$ cat src/rtl/rr_priority_encoder_pkg.sv
// rr_priority_encoder_pkg
// Shared types and helpers for the round-robin priority encoder.
//   mode_e          : arbitration mode encoding seen on the 'mode' input.
//   more_than_one() : true when two or more bits of a vector are set.
package rr_priority_encoder_pkg;

  typedef enum logic {
    MODE_FIXED = 1'b0,
    MODE_RR    = 1'b1
  } mode_e;

  // Clearing the lowest set bit leaves a non-zero value only if another
  // bit was set. Callers zero-extend request vectors of up to 64 bits.
  function automatic logic more_than_one(input logic [63:0] v);
    return |(v & (v - 64'd1));
  endfunction

endpackage

$ cat src/rtl/rr_priority_encoder_find.sv
// prio_find_first
// Combinational lowest-set-bit finder.
//   vec   : input vector to search
//   found : at least one bit of vec is set
//   idx   : index of the lowest set bit (0 when nothing is set)
module prio_find_first #(
  parameter int N = 8,
  localparam int W = $clog2(N)
) (
  input  logic [N-1:0] vec,
  output logic         found,
  output logic [W-1:0] idx
);

  // Scan from the top down so the lowest set bit is the last one written.
  always_comb begin
    idx = {W{1'b0}};
    for (int i = N - 1; i >= 0; i--) begin
      if (vec[i]) begin
        idx = W'(i);
      end else begin
        idx = idx;
      end
    end
    found = |vec;
  end

endmodule

$ cat src/rtl/rr_priority_encoder.sv
// rr_priority_encoder
// N-to-log2(N) priority encoder with a registered output stage and a
// valid/ready handshake. Fixed priority (lowest index) or round-robin.
//   clk       : rising-edge clock
//   rst_n     : asynchronous active-low reset
//   req       : level-sensitive request lines
//   mode      : 0 = fixed priority, 1 = round-robin
//   out_ready : consumer accepts the current output this cycle
//   out_valid : code/grant/multi hold a valid result
//   code      : binary index of the granted request
//   grant     : one-hot of the granted request (0 when not valid)
//   multi     : more than one request was set at capture
module rr_priority_encoder
  import rr_priority_encoder_pkg::*;
#(
  parameter int N = 8,
  localparam int W = $clog2(N)
) (
  input  logic         clk,
  input  logic         rst_n,
  input  logic [N-1:0] req,
  input  logic         mode,
  input  logic         out_ready,
  output logic         out_valid,
  output logic [W-1:0] code,
  output logic [N-1:0] grant,
  output logic         multi
);

  logic [W-1:0]   ptr_r;
  logic [W-1:0]   search_base_s;
  logic [2*N-1:0] req_dbl_s;
  logic [N-1:0]   req_rot_s;
  logic           found_s;
  logic [W-1:0]   rot_idx_s;
  logic [W-1:0]   win_idx_s;
  logic           free_s;
  logic           load_s;
  logic           multi_s;

  // Rotate requests so the search base lands at bit 0; fixed mode searches
  // from index 0, round-robin from the pointer.
  always_comb begin
    if (mode == MODE_RR) begin
      search_base_s = ptr_r;
    end else begin
      search_base_s = {W{1'b0}};
    end
    req_dbl_s = {req, req} >> search_base_s;
    req_rot_s = req_dbl_s[N-1:0];
  end

  prio_find_first #(.N(N)) u_find (
    .vec   (req_rot_s),
    .found (found_s),
    .idx   (rot_idx_s)
  );

  // Undo the rotation; W-bit addition wraps modulo N because N is a power
  // of two.
  always_comb begin
    win_idx_s = rot_idx_s + search_base_s;
    free_s    = !out_valid || out_ready;
    load_s    = free_s && found_s;
    multi_s   = more_than_one(64'(req));
  end

  // Output stage and round-robin pointer.
  always_ff @(posedge clk or negedge rst_n) begin
    if (!rst_n) begin
      out_valid <= 1'b0;
      code      <= {W{1'b0}};
      grant     <= {N{1'b0}};
      multi     <= 1'b0;
      ptr_r     <= {W{1'b0}};
    end else if (load_s) begin
      out_valid <= 1'b1;
      code      <= win_idx_s;
      grant     <= {{(N-1){1'b0}}, 1'b1} << win_idx_s;
      multi     <= multi_s;
      if (mode == MODE_RR) begin
        ptr_r <= win_idx_s + W'(1);
      end else begin
        ptr_r <= ptr_r;
      end
    end else if (free_s) begin
      // Transfer accepted with nothing new to offer: drop valid, keep
      // code/multi, clear grant so it stays zero while invalid.
      out_valid <= 1'b0;
      grant     <= {N{1'b0}};
    end else begin
      // Backpressure: hold everything.
      out_valid <= out_valid;
    end
  end

endmodule

$ cat config.mk
export PLATFORM = sky130hd
export DESIGN_NAME = rr_priority_encoder
export DESIGN_NICKNAME = d
export VERILOG_FILES = /design/src/rtl/rr_priority_encoder_pkg.sv /design/src/rtl/rr_priority_encoder_find.sv /design/src/rtl/rr_priority_encoder.sv
export SDC_FILE = /design/constraint.sdc
export NUM_CORES = 1
export LEC_CHECK = 0
export CAP_MARGIN = 40
export CELL_PAD_IN_SITES_DETAIL_PLACEMENT = 1
export CELL_PAD_IN_SITES_GLOBAL_PLACEMENT = 2
export CORE_MARGIN = 5
export CORE_UTILIZATION = 33
export DETAILED_ROUTE_END_ITERATION = 8
export PLACE_DENSITY_LB_ADDON = 0.1
export SETUP_SLACK_MARGIN = 0.15
export SLEW_MARGIN = 30
export SYNTH_ARGS = -nofsm -noshare
export SYNTH_HDL_FRONTEND = slang
export SYNTH_SLANG_ARGS = --single-unit
export TNS_END_PERCENT = 1
$ cat constraint.sdc
create_clock -name clk -period 4.6 [get_ports clk]
set_input_delay 0.69 -clock clk [delete_from_list [all_inputs] [get_ports clk]]
set_output_delay 0.69 -clock clk [all_outputs]
set_load 0.005 [all_outputs]
==> flow_summary.ini <==
[yosys]
ys.flop_type = dfrtp_1
netlist_area_sq_mm = 0.00157
syn-instance-count = 162
ys_warn_count = 0
synth_edf_count = 0
avgSynthCellArea_sq_um = 9.66
async_reset_ff_frac = 1.00
ys_seq_area_frac = 0.256
ys_ff_latch = 16
ys_types = 62
synth.net_count = 181

[cts]
cts_buffer_depth = 2
cts_buffers = 3
ctsHtreeMaxLevel = 1
cts.hold.buffers_added = 0
clockRootBuffer = clkbuf_8
postCtsSetupBuffers = 0
clk_pin_slew_ns = 0.06
cts_resized = 0
numClockSinks = 16
cts_tree = yes
insertion_delay_ns = 0.24

[drt]
drtIter0Drc = 85
vias = 1404
routed_wl_um = 4710
wire_per_inst_um = 19.4
drc = 0
first_pass_iters = 4
via_per_inst = 5.78
ant_nets = 0

[hold_path]
hold_class = reg2reg
hold_depth = 1
min-delay-start = multi
hold_path_end = multi

[timing]
fmax_ghz = 0.238
post-route-period-util = 0.915
rsz0062_at_grt = no
maxSlewViolCount = 0
hold_viol = 0
fin_tns_setup_ns = 0
relSlewSlack = 0.503
max_slew.worst_pin.slew_ns = 0.745
setup_violations = 0
fin_skew_ns = 0.00278
fin_crit_ns = 4.21

[grt]
grt_first_pass_wirelength_um = 8080
grt_pass1_vias = 1550
overflow = 0
grt_max_degree = 18
grt_util_all_layers = 0.162
antenna_found_initial = 0

[die]
boundaryPins = 25
core_area_sq_mm = 0.00466
die_area_sq_mm = 0.00622
die_h_um = 78.9
start_util = 0.336
die_w_um = 78.9
rows = 25

[setup_path]
critical_path_arrival_ns = 4.34
ff2ff_path_depth = 10
slowest_delay_ns = 0.63
setup.worst_path.end_class = flip-flop
path_cells = clkdlybuf4s50_1 -> nand3b_1 -> and2b_2 -> nor4_2 -> or2b_2 -> o31ai_1 -> ha_1 -> fa_1 -> ha_1 -> ha_1 -> mux2_1
crit_path_start_kind = input pin
crit_path_top_delay_cell = clkdlybuf4s50_1
rrSetupSlack_ns = 0.56
worstPathMaxFanout = 10
r2r-start = ptr_r[0]
required_ns = 4.73
worstReg2RegEnd = ptr_r[2]
crit_path_frequent_cell = ha_1
critPathKind = in2reg

[cells_and_area]
multi_input_area_sq_mm = 0.00107
layout_commonest_cell = clkdlybuf4s50_1
fin_nets = 210
final_cell_mix = clkdlybuf4s50_1 (24), dfrtp_1 (16), nand2_1 (11)
layout-drive-gt1-share = 0.201
final_cell_area_sq_mm = 0.00191
seq_area_sq_um = 400
n_fill_cell = 531
n_antenna_cell = 0
area_delta_synth_final_pct = 21.7

[placed_design]
numPortBuffers = 24
hpwl_um = 3720
post_dp_cell_area_sq_mm = 0.00185
gp_congestion = 0.864

[power]
peakVddDrop_mv = 0.293
p_per_area_mw_per_mm2 = 553
leakage_nw = 0.776

[run]
cap_violations = 0

[status]
status = complete, no violations
-- kinds of logic after synthesis --
family | Yosys count | synth area share
and+or+nand+nor | 59 | 0.241
AOI/OAI and AO/OA | 44 | 0.222
muxes | 17 | 0.133
DFF | 16 | 0.256
buffers and inverters | 15 | 0.0632
adders and majority gates | 9 | 0.0735
xor gates and xnor gates | 2 | 0.0112
-- layer usage --
layer  up-vias  global-route usage  share of wire  wire, um
met3         6              0.0215          0.027       128
li1        672                   -              -         -
met1       697               0.196           0.43      2030
met2        29               0.294           0.53      2490
met4         0              0.0601          0.013        61
met5         -                   0              0         0
-- worst max-delay path: cells and delay by family --
family / cells / cell delay [ns]
buf+inv: 1 / 0.63
fa+ha+maj: 4 / 1.25
compound gates: 1 / 0.08
simple gates: 4 / 1.39
mux: 1 / 0.28
-- synthesized netlist by cell type (all sizes together) (3+ instances only) --
library cell | count | share of area
dfrtp | 16 | 0.26
nand2 | 12 | 0.030
mux2 | 11 | 0.086
nor2 | 10 | 0.026
o22ai | 10 | 0.044
inv | 7 | 0.017
nand3 | 7 | 0.022
a21oi | 6 | 0.024
buf | 6 | 0.042
ha | 6 | 0.048
o31ai | 6 | 0.032
a2bb2oi | 5 | 0.028
mux2i | 5 | 0.032
nor3 | 5 | 0.016
and3 | 3 | 0.014
nand2b | 3 | 0.012
nand3b | 3 | 0.022
nor4 | 3 | 0.030
o21ai | 3 | 0.0096
-- how the worst max path moves through the flow --
stage / depth (start not counted) / slack [ns] / start / end
after floorplan: 14 / 0.90 / mode / ptr_r[2]
after global placement: 11 / 0.25 / mode / ptr_r[2]
after detailed placement: 10 / 0.15 / mode / ptr_r[2]
after CTS: 10 / 0.40 / mode / ptr_r[2]
after global routing: 11 / 0.15 / mode / ptr_r[2]
final: 11 / 0.39 / mode / ptr_r[2]
-- flip-flops by register name, indices dropped and copies added, names as in the netlist --
| name | cells |
|---|---|
| grant | 8 |
| code | 3 |
| ptr_r | 3 |
| multi | 1 |
| out_valid | 1 |
-- metrics by stage --
stage / std cells / util / hold slack, ns / total power (W) / setup slack [ns]
floorplan: 162 / - / 0.394 / 0.000746 / 0.895
global placement: 238 / 0.396 / 0.467 / 0.000931 / 0.250
detailed placement: 238 / 0.396 / 0.478 / 0.000951 / 0.148
CTS: 241 / 0.405 / 0.491 / 0.00106 / 0.396
global route: 243 / 0.409 / 0.517 / 0.00115 / 0.150
finish: 243 / 0.409 / 0.487 / 0.00105 / 0.392
-- power breakdown --
| group | internal, W | switching, W | total, W |
|---|---|---|---|
| sequential | 0.000193 | 0.0000790 | 0.000272 |
| combinational | 0.000335 | 0.000346 | 0.000681 |
| clock | 0.0000579 | 0.0000432 | 0.000101 |
-- layout make-up --
type,count,area share
multi-input combinational,131,0.559
sequential,16,0.210
timing repair buffer,32,0.160
tap,54,0.0355
clock buffer,3,0.0217
inverter,7,0.0138
(Power assumes the default switching activity.)
